File: src/rtl/fc_buff_sched_if.sv
// ============================================================================
// fc_buff_sched_if : stream, buffer-port and status bundle for fc_buff_sched
// Rev 1.0
// ============================================================================
`default_nettype none

interface fc_buff_sched_if #(
  parameter int SRAM_DEPTH = 1024,
  parameter int DATA_WIDTH = 8,
  parameter int OUT_W      = 10
);
  localparam int AW = $clog2(SRAM_DEPTH);

  logic                  start;
  logic [AW:0]           cfg_in_len;
  logic [OUT_W-1:0]      cfg_out_num;
  logic                  s_valid;
  logic [DATA_WIDTH-1:0] s_data;
  logic                  s_ready;
  logic                  wea;
  logic [AW-1:0]         addra;
  logic [DATA_WIDTH-1:0] dia;
  logic                  enb;
  logic [AW-1:0]         addrb;
  logic [DATA_WIDTH-1:0] dob;
  logic                  m_valid;
  logic [DATA_WIDTH-1:0] m_data;
  logic                  m_last;
  logic                  m_ready;
  logic                  busy;
  logic                  done;

  modport master (
    input  start, cfg_in_len, cfg_out_num, s_valid, s_data, dob, m_ready,
    output s_ready, wea, addra, dia, enb, addrb, m_valid, m_data, m_last, busy, done
  );

  modport slave (
    output start, cfg_in_len, cfg_out_num, s_valid, s_data, dob, m_ready,
    input  s_ready, wea, addra, dia, enb, addrb, m_valid, m_data, m_last, busy, done
  );
endinterface

`default_nettype wire

File: src/rtl/fc_buff_sched.sv
// ============================================================================
// fc_buff_sched : fills the FC activation buffer once, then replays it
//                 cfg_out_num times through a 2-entry skid FIFO.
// Rev 1.0
// ============================================================================
`default_nettype none

module fc_buff_sched #(
  parameter int SRAM_DEPTH = 1024,
  parameter int DATA_WIDTH = 8,
  parameter int OUT_W      = 10
) (
  input  logic             clk,
  input  logic             rstn,
  fc_buff_sched_if.master  bus
);
  localparam int          AW      = $clog2(SRAM_DEPTH);
  localparam logic [AW:0] DEPTH_W = (AW+1)'(SRAM_DEPTH);

  typedef enum logic [1:0] {
    IDLE   = 2'd0,
    FILL   = 2'd1,
    REPLAY = 2'd2,
    DONE   = 2'd3
  } state_t;

  state_t                state, state_nxt;
  logic [AW:0]           len;
  logic [OUT_W-1:0]      num;
  logic [AW-1:0]         wr_ptr, rd_ptr;
  logic [OUT_W-1:0]      vec_cnt;
  logic                  issue_done;
  logic                  inflight, inflight_last;
  logic [DATA_WIDTH-1:0] fifo_data [2];
  logic [1:0]            fifo_last;
  logic                  fifo_wp, fifo_rp;
  logic [1:0]            fifo_cnt;

  logic [AW:0]           cfg_len_clip;
  logic                  hs, fill_last, rd_wrap, pop, issue;
  logic [2:0]            occ;

  always_comb begin
    cfg_len_clip = (bus.cfg_in_len > DEPTH_W) ? DEPTH_W : bus.cfg_in_len;
    hs           = (state == FILL) && bus.s_valid;
    fill_last    = ({1'b0, wr_ptr} == (len - 1'b1));
    rd_wrap      = ({1'b0, rd_ptr} == (len - 1'b1));
    pop          = (fifo_cnt != 2'd0) && bus.m_ready;
    // Occupancy next cycle if we do not issue: reads must never outrun the skid slots.
    occ          = {1'b0, fifo_cnt} + {2'b0, inflight} - {2'b0, pop};
    issue        = (state == REPLAY) && !issue_done && (occ < 3'd2);

    state_nxt = state;
    case (state)
      IDLE:   if (bus.start)
                state_nxt = ((cfg_len_clip == '0) || (bus.cfg_out_num == '0)) ? DONE : FILL;
      FILL:   if (hs && fill_last) state_nxt = REPLAY;
      REPLAY: if (issue_done && (fifo_cnt == 2'd0) && !inflight) state_nxt = DONE;
      DONE:   state_nxt = IDLE;
      default: state_nxt = IDLE;
    endcase

    bus.s_ready = (state == FILL);
    bus.wea     = hs;
    bus.addra   = hs ? wr_ptr : '0;
    bus.dia     = hs ? bus.s_data : '0;
    bus.enb     = issue;
    bus.addrb   = issue ? rd_ptr : '0;
    bus.m_valid = (fifo_cnt != 2'd0);
    bus.m_data  = (fifo_cnt != 2'd0) ? fifo_data[fifo_rp] : '0;
    bus.m_last  = (fifo_cnt != 2'd0) ? fifo_last[fifo_rp] : 1'b0;
    bus.busy    = (state == FILL) || (state == REPLAY);
    bus.done    = (state == DONE);
  end

  always_ff @(posedge clk) begin
    if (!rstn) begin
      state         <= IDLE;
      len           <= '0;
      num           <= '0;
      wr_ptr        <= '0;
      rd_ptr        <= '0;
      vec_cnt       <= '0;
      issue_done    <= 1'b0;
      inflight      <= 1'b0;
      inflight_last <= 1'b0;
      fifo_data[0]  <= '0;
      fifo_data[1]  <= '0;
      fifo_last     <= '0;
      fifo_wp       <= 1'b0;
      fifo_rp       <= 1'b0;
      fifo_cnt      <= '0;
    end else begin
      state <= state_nxt;

      if ((state == IDLE) && bus.start) begin
        len        <= cfg_len_clip;
        num        <= bus.cfg_out_num;
        wr_ptr     <= '0;
        rd_ptr     <= '0;
        vec_cnt    <= '0;
        issue_done <= 1'b0;
      end

      if (hs) wr_ptr <= wr_ptr + 1'b1;

      if (issue) begin
        if (rd_wrap) begin
          rd_ptr <= '0;
          if (vec_cnt == (num - 1'b1)) issue_done <= 1'b1;
          else                         vec_cnt    <= vec_cnt + 1'b1;
        end else begin
          rd_ptr <= rd_ptr + 1'b1;
        end
      end

      // dob is valid the cycle after enb; the last-word tag travels alongside.
      inflight      <= issue;
      inflight_last <= issue && rd_wrap;
      if (inflight) begin
        fifo_data[fifo_wp] <= bus.dob;
        fifo_last[fifo_wp] <= inflight_last;
        fifo_wp            <= ~fifo_wp;
      end
      if (pop) fifo_rp <= ~fifo_rp;
      fifo_cnt <= fifo_cnt + {1'b0, inflight} - {1'b0, pop};
    end
  end
endmodule

`default_nettype wire

File: src/flat_wrapper.sv
// flat-port wrapper written by rule: the top's interface ports become plain ports
module fc_buff_sched_flat 
#(
  parameter int SRAM_DEPTH = 1024,
  parameter int DATA_WIDTH = 8,
  parameter int OUT_W      = 10
)
  (clk, rstn, bus_start, bus_cfg_in_len, bus_cfg_out_num, bus_s_valid, bus_s_data, bus_dob, bus_m_ready, bus_s_ready, bus_wea, bus_addra, bus_dia, bus_enb, bus_addrb, bus_m_valid, bus_m_data, bus_m_last, bus_busy, bus_done);
  fc_buff_sched_if #(.SRAM_DEPTH(SRAM_DEPTH), .DATA_WIDTH(DATA_WIDTH), .OUT_W(OUT_W)) bus_i ();
  input  logic clk;
  input  logic rstn;
  input wire logic [$bits(bus_i.start)-1:0] bus_start;
  input wire logic [$bits(bus_i.cfg_in_len)-1:0] bus_cfg_in_len;
  input wire logic [$bits(bus_i.cfg_out_num)-1:0] bus_cfg_out_num;
  input wire logic [$bits(bus_i.s_valid)-1:0] bus_s_valid;
  input wire logic [$bits(bus_i.s_data)-1:0] bus_s_data;
  input wire logic [$bits(bus_i.dob)-1:0] bus_dob;
  input wire logic [$bits(bus_i.m_ready)-1:0] bus_m_ready;
  output wire logic [$bits(bus_i.s_ready)-1:0] bus_s_ready;
  output wire logic [$bits(bus_i.wea)-1:0] bus_wea;
  output wire logic [$bits(bus_i.addra)-1:0] bus_addra;
  output wire logic [$bits(bus_i.dia)-1:0] bus_dia;
  output wire logic [$bits(bus_i.enb)-1:0] bus_enb;
  output wire logic [$bits(bus_i.addrb)-1:0] bus_addrb;
  output wire logic [$bits(bus_i.m_valid)-1:0] bus_m_valid;
  output wire logic [$bits(bus_i.m_data)-1:0] bus_m_data;
  output wire logic [$bits(bus_i.m_last)-1:0] bus_m_last;
  output wire logic [$bits(bus_i.busy)-1:0] bus_busy;
  output wire logic [$bits(bus_i.done)-1:0] bus_done;
  assign bus_i.start = bus_start;
  assign bus_i.cfg_in_len = bus_cfg_in_len;
  assign bus_i.cfg_out_num = bus_cfg_out_num;
  assign bus_i.s_valid = bus_s_valid;
  assign bus_i.s_data = bus_s_data;
  assign bus_i.dob = bus_dob;
  assign bus_i.m_ready = bus_m_ready;
  assign bus_s_ready = bus_i.s_ready;
  assign bus_wea = bus_i.wea;
  assign bus_addra = bus_i.addra;
  assign bus_dia = bus_i.dia;
  assign bus_enb = bus_i.enb;
  assign bus_addrb = bus_i.addrb;
  assign bus_m_valid = bus_i.m_valid;
  assign bus_m_data = bus_i.m_data;
  assign bus_m_last = bus_i.m_last;
  assign bus_busy = bus_i.busy;
  assign bus_done = bus_i.done;
  fc_buff_sched #(.SRAM_DEPTH(SRAM_DEPTH), .DATA_WIDTH(DATA_WIDTH), .OUT_W(OUT_W)) u_core (.clk(clk), .rstn(rstn), .bus(bus_i));
endmodule
File: config.mk
export PLATFORM = sky130hd
export DESIGN_NAME = fc_buff_sched_flat
export DESIGN_NICKNAME = d
export VERILOG_FILES = /design/src/rtl/fc_buff_sched_if.sv /design/src/rtl/fc_buff_sched.sv /design/src/flat_wrapper.sv
export SDC_FILE = /design/constraint.sdc
export NUM_CORES = 1
export LEC_CHECK = 0
export ABC_AREA = 1
export CELL_PAD_IN_SITES_DETAIL_PLACEMENT = 0
export CELL_PAD_IN_SITES_GLOBAL_PLACEMENT = 1
export CORE_AREA = 5 5 110 137
export DETAILED_ROUTE_END_ITERATION = 7
export DIE_AREA = 0 0 115 142
export GPL_TIMING_DRIVEN = 0
export PLACE_DENSITY_LB_ADDON = 0.1
export SLEW_MARGIN = 25
export SYNTH_ARGS = -nofsm -noshare
export SYNTH_HDL_FRONTEND = slang
export SYNTH_SLANG_ARGS = --single-unit
File: constraint.sdc
create_clock -name clk -period 3.3 [get_ports clk]
set_input_delay 0.33 -clock clk [delete_from_list [all_inputs] [get_ports clk]]
set_output_delay 0.33 -clock clk [all_outputs]
set_load 0.02 [all_outputs]
Word-level counts from Yosys, hierarchy flattened:

Memories as Yosys holds them, arrays and structs flattened. A register that Yosys moved wholly into a read port is not among the register bits.
Cells that the tools add are included.

* bits in writable memories: 16
* memories: 1
* bits in registers: 62
* word-level logic and storage cells: 99
* output and inout port bits: 43

Memory list
* u_core.fifo_data: words 2, bits a word 8, rd ports 1, clocked after memory_dff 1, write ports 2, line fc_buff_sched.sv:34 `logic [DATA_WIDTH-1:0] fifo_data [2];`

* muxes and demuxes: 37
* $lt $le $gt $ge: 5
* bitwise logic cells: 2
* equality and inequality tests: 9
* add/subtract/negate cells: 9
* reductions and logical operators: 23

Operator list (count)
* $mux 10: 10
* $add 10x1->10 const B: 3
* $mux 8: 3
* $eq 10x11->1: 2
* $mux 1: 16
* $gt 11x11->1 const B: 1
* $logic_not 11->1: 1
* $mux 11: 1
* $sub 11x1->11 const B: 1
* $eq 10x10->1: 1
* $logic_and 1x1->1: 10
* $logic_not 10->1: 1
* $sub 10x1->10 const B: 1
* $mux 2: 4
* $pmux 2 s4: 1
* $reduce_or 8->1: 1
* $reduce_bool 2->1: 3
* $eq 2x2->1 const B: 2
* $logic_not 2->1: 2
* $lt 1x2->1 const B: 2
* $ne 2x2->1 const B: 2
* $add 2x1->3: 1
* $lt 3x2->1 const B: 1
* $reduce_and 3->1: 1
* other kinds (11): 14

Depth between registers and ports, before layout:

* depth in word-level cells: 7
* gate-level depth with buffers: 17
* depth with buffers taken out: 17

Least setup slack after synthesis:

OpenSTA, ideal clock, no wires.

* path kind: register to output
* from: register u_core.fifo_cnt[1]
* to: output bus_addrb[0]
* stages on the path, launching flop included: 15
* arrival time: 3064 ps
* slack: -94 ps
* cell sequence: dfxtp_1 -> nor2_1 -> inv_1 -> nand2_1 -> inv_1 -> ha_1 -> inv_1 -> ha_1 -> fa_1 -> nor3_1 -> and2_1 -> buf_2 -> inv_1 -> clkbuf_1 -> nor2_1

* longest elaborated chain between the ends: 6
* elaborated cells between the ends (all ways): 7

RTL lines
* from (decl): line fc_buff_sched.sv:37 `logic [1:0] fifo_cnt;`
* from (signal assigned): line fc_buff_sched.sv:126 `fifo_cnt <= fifo_cnt + {1'b0, inflight} - {1'b0, pop};`
* $reduce_bool 2->1
* named net bus_m_valid: line flat_wrapper.sv:25 `output wire logic [$bits(bus_i.m_valid)-1:0] bus_m_valid;`
* $logic_and 1x1->1: line fc_buff_sched.sv:48 `pop = (fifo_cnt != 2'd0) && bus.m_ready;`
* named net u_core.pop: line fc_buff_sched.sv:40 `logic hs, fill_last, rd_wrap, pop, issue;`
* $sub 3x1->3: line fc_buff_sched.sv:50 `occ = {1'b0, fifo_cnt} + {2'b0, inflight} - {2'b0, pop};`
* named net u_core.occ[1]: line fc_buff_sched.sv:41 `logic [2:0] occ;`
* $lt 3x2->1: line fc_buff_sched.sv:51 `issue = (state == REPLAY) && !issue_done && (occ < 3'd2);`
* $logic_and 1x1->1: line fc_buff_sched.sv:51
* named net bus_enb: line flat_wrapper.sv:23 `output wire logic [$bits(bus_i.enb)-1:0] bus_enb;`
* $mux 10: line fc_buff_sched.sv:68 `bus.addrb = issue ? rd_ptr : '0;`
* to (decl): line flat_wrapper.sv:24 `output wire logic [$bits(bus_i.addrb)-1:0] bus_addrb;`

The timed path passes the listed nets, and every way through them passes these cells.

Worst setup path in the final report:

* from: register u_core.fifo_cnt[1]
* to: output bus_enb

* longest elaborated chain between the ends: 5
* elaborated cells between the ends (all ways): 6

RTL lines (line)
* $reduce_bool 2->1: fc_buff_sched.sv:48
* $logic_and 1x1->1: fc_buff_sched.sv:48
* named net u_core.pop: fc_buff_sched.sv:40
* $sub 3x1->3: fc_buff_sched.sv:50
* named net u_core.occ[1]: fc_buff_sched.sv:41
* $lt 3x2->1: fc_buff_sched.sv:51
* $logic_and 1x1->1: fc_buff_sched.sv:51
* to (decl): flat_wrapper.sv:23

The timed path passes the listed nets, and every way through them passes these cells.

==> impl_results.md <==
- HPWL Detailed: roughly 13000 um
- First-pass DRT Iterations: 5
- CTS Buf Count: 9
- Worst skew pair latency: 340 ps
- Worst IR Drop VDD: 0.250 mV
- Reg2Reg Depth: 18
- R2R Setup Slk: 390 ps
- Largest fanout on the critical path: 4
- H-Tree Depth: 3
- Post-synthesis compound-gate area fraction: 9.36%
- Core Area: 13700 um^2
- Pwr/cell area: between 600 and 700 nW/um^2
- Gpl congestion: 0.902
- Distinct cells, synth: 39
- Sequential area share after synthesis: 34.5%
- Die area: 16300 um^2
- Hold_buf cts: 0
- Initial antenna violation count: 0
- Synth Net Count: just over 800
- Vias/cell: 4.81
- Post-Syn Area: 5050 um^2
- WHS: between 400 and 500 ps
- Number of remaining DRC errors: 0
- Fmax: 318 MHz
- Layout cells sized above 1: 8.80%
- Hold Crit Start: u_core.fifo_wp$_SDFFE_PN0P_
- Total congestion overflow: 0
- N_diodes: 0
- PortBufs: 83
- Worst hold path endpoint: u_core.fifo_wp$_SDFFE_PN0P_
- Detailed-route via count: 5049
- Final Skew: 6.19 ps
- CTS root buf: clkbuf_16
- Sink Count: 79
- DIE HEIGHT: 142 um
- RSZ-0062 raised after global routing: yes
- Synth Area in Simple Gates: 38.1%
- Final setup violation count: 0
- Crit path launch type: flip-flop
- Hold path cells: 2
- Starting Density: 36.9%
- Final WL: 16000 um
- FP Rows: 48
- Worst setup path class: flip-flop to primary output
- Die Wd: 115 um
- Rel. slew slack: 57.5%
- Vias in the first global route: approximately 5100
- Synth top area share: 25.0%
- Area Growth Syn to Fin: 28.2%
- Post-synthesis area per instance: 6.54 um^2
- I/O Pins: 85
- Final hold vios: 0
- Outcome: completed
- Synth area leaders: dfxtp_1 25%, nand2_1 14%, nor2_1 10%
- Cells after Synth: 773
- Avg WL per Cell: 15.2 um
- Tcrit/Tclk final: between 90 and 100%
- Adder-Cell Fraction of Synth Area: under 10%
- Total power: 4.07 mW
- Hold WC Path Type: flip-flop to flip-flop
- Final net count: 925
- Worst EP arrival: 2820 ps
- Iter 0 DRT Violations: 217
- Detail Route Antenna Nets: 0
- Worst r2r dst: u_core.vec_cnt[7]$_SDFF_PN0_
- Clock Pin Slew Worst Setup and Hold Paths: 60 ps
- Slew Limit Fails: 0
- YS warnings: 0
- Count of maximum capacitance violations: 0
- GRT Total Usage: 20.0%
- Synth area leader: dfxtp_1
- First-pass GRT wire length: roughly 26000 um
- Worst Path Required: 2970 ps
- Largest net degree at the start of global routing: 17
- Worst-case clock buffer depth: 2
- Critical path capture point type: primary output
- CTS tree: done
- Tmin final: 3150 ps
- Beginning of the worst register-to-register path: u_core.fifo_cnt[1]$_SDFF_PN0_
- Post-synthesis mux area share: 0%
- Leakage power: 2.86 nW
- XOR/XNOR Fraction of Synth Area: 4.26%
- Seq cells post-synth: 79
- Largest family of logic cells by synthesized area: simple AND/OR/NAND/NOR gates
- Least-Margin Pin Slew: 632 ps
==> worst max path at each step <==
| stage | startpoint | end | slack (ps) | cells past startpoint |
|---|---|---|---|---|
| 5_1_grt | u_core.fifo_cnt[1]$_SDFF_PN0_ | bus_addrb[9] | -5 | 15 |
| 2_1_floorplan | u_core.fifo_cnt[1]$_SDFF_PN0_ | bus_addrb[0] | 50 | 14 |
| 3_5_place_dp | u_core.fifo_cnt[1]$_SDFF_PN0_ | bus_addrb[2] | -760 | 15 |
| 4_1_cts | u_core.fifo_cnt[0]$_SDFF_PN0_ | bus_addrb[5] | 9 | 15 |
| 3_3_place_gp | u_core.fifo_cnt[1]$_SDFF_PN0_ | bus_addrb[8] | -750 | 15 |
| 6_report | u_core.fifo_cnt[1]$_SDFF_PN0_ | bus_enb | 150 | 13 |
==> critical path: stages, from the launching register on <==
cell	delay, ps
dfxtp_2	340
nor2_4	140
inv_2	60
nand2_1	70
inv_2	60
ha_1	260
inv_1	30
ha_1	180
fa_1	460
nor3_1	130
and2_1	160
buf_6	110
buf_4	130
dlygate4sd2_1	340
==> layer usage <==
metal	GRT usage [%]	wire (um)
met5	0	0
met3	2.25	557
met1	22.6	6510
met4	8.16	512
met2	37.6	8380
==> Yosys cell counts (all sizes together) <==
cell / instances
a21oi: 25
o32ai: 6
edfxtp: 16
and2: 2
xor2: 19
a31oi: 2
a22oi: 2
nor3: 7
xnor2: 3
ha: 12
o211a: 1
buf: 4
o22ai: 14
o21ai: 19
nand3: 81
a311oi: 2
xnor3: 1
a211oi: 4
fa: 1
o2111ai: 1
nand4: 7
nor2: 144
dfxtp: 63
clkinv: 1
o211ai: 1
nor4: 3
clkbuf: 13
inv: 120
nand2: 199
==> sequential cells by signal, indices dropped and copies added (netlist names), 2 cells and up, named ones only <==
signal,count
u_core.fifo_data,16
u_core.len,11
u_core.num,10
u_core.rd_ptr,10
u_core.vec_cnt,10
u_core.wr_ptr,10
u_core.fifo_cnt,2
u_core.fifo_last,2
u_core.state,2
==> where the power goes <==
part	switching (mW)	total (mW)	internal [mW]
logic	1.11	1.74	0.631
clock network	0.464	1.15	0.684
registers	0.0945	1.19	1.09
total	1.67	4.07	2.41
==> through the flow <==
stage	instances	TNS [ps]	worst slack, ps	utilization [%]	instance area (um^2)
2_1_floorplan	773	0	53.4	-	5060
3_3_place_gp	1031	-8850	-752	44.6	6110
3_5_place_dp	1031	-8550	-761	44.6	6110
4_1_cts	1050	0	8.88	47.0	6430
5_1_grt	1050	-9.34	-5.06	47.3	6480
6_report	1050	0	152	47.3	6480
==> timing repair <==
action / in CTS / in global routing
resized for setup: 47 / 21
buffers inserted: 3 / 0
pin swaps: 1 / 2
setup endpoints to repair: 18 / 11
hold endpoints to repair: 0 / 0
==> area by class of cell <==
cell class / instances / area [um^2]
clock inverter: 7 / 111
tap: 175 / 219
multi-input combinational: 556 / 2810
clock buffer: 9 / 225
buffer: 17 / 88.8
timing repair buffer: 86 / 828
fill: 1501 / 7220
sequential: 79 / 1740
inverter: 121 / 454
==> layout by cell type (no fill, tap or decap), types with 4 or more instances in the layout <==
| cell | Yosys | layout |
|---|---|---|
| inv_1 | 114 | 112 |
| o21ai_0 | 17 | 17 |
| clkbuf_1 | 13 | 12 |
| nor2_1 | 136 | 128 |
| nor2_2 | 3 | 10 |
| dfxtp_1 | 63 | 62 |
| nor2_4 | 4 | 5 |
| nand4_1 | 7 | 7 |
| buf_4 | 0 | 11 |
| a21oi_1 | 25 | 25 |
| edfxtp_1 | 16 | 16 |
| o22ai_1 | 14 | 14 |
| clkbuf_16 | 0 | 9 |
| nor3_1 | 7 | 7 |
| inv_2 | 6 | 8 |
| o32ai_1 | 6 | 6 |
| a211oi_1 | 4 | 4 |
| clkdlybuf4s50_1 | 0 | 72 |
| nand2_1 | 186 | 186 |
| ha_1 | 12 | 12 |
| nand3_2 | 4 | 4 |
| buf_6 | 1 | 4 |
| nand3_1 | 77 | 77 |
| xor2_1 | 19 | 19 |
| nand2_2 | 10 | 10 |
==> logic make-up after synthesis <==
kind of cell	after synthesis
simple gates	443
buf+inv	138
flops	79
compound gates	77
xor+xnor	23
fa+ha+maj	13
Power figures use the tool's default switching activity.
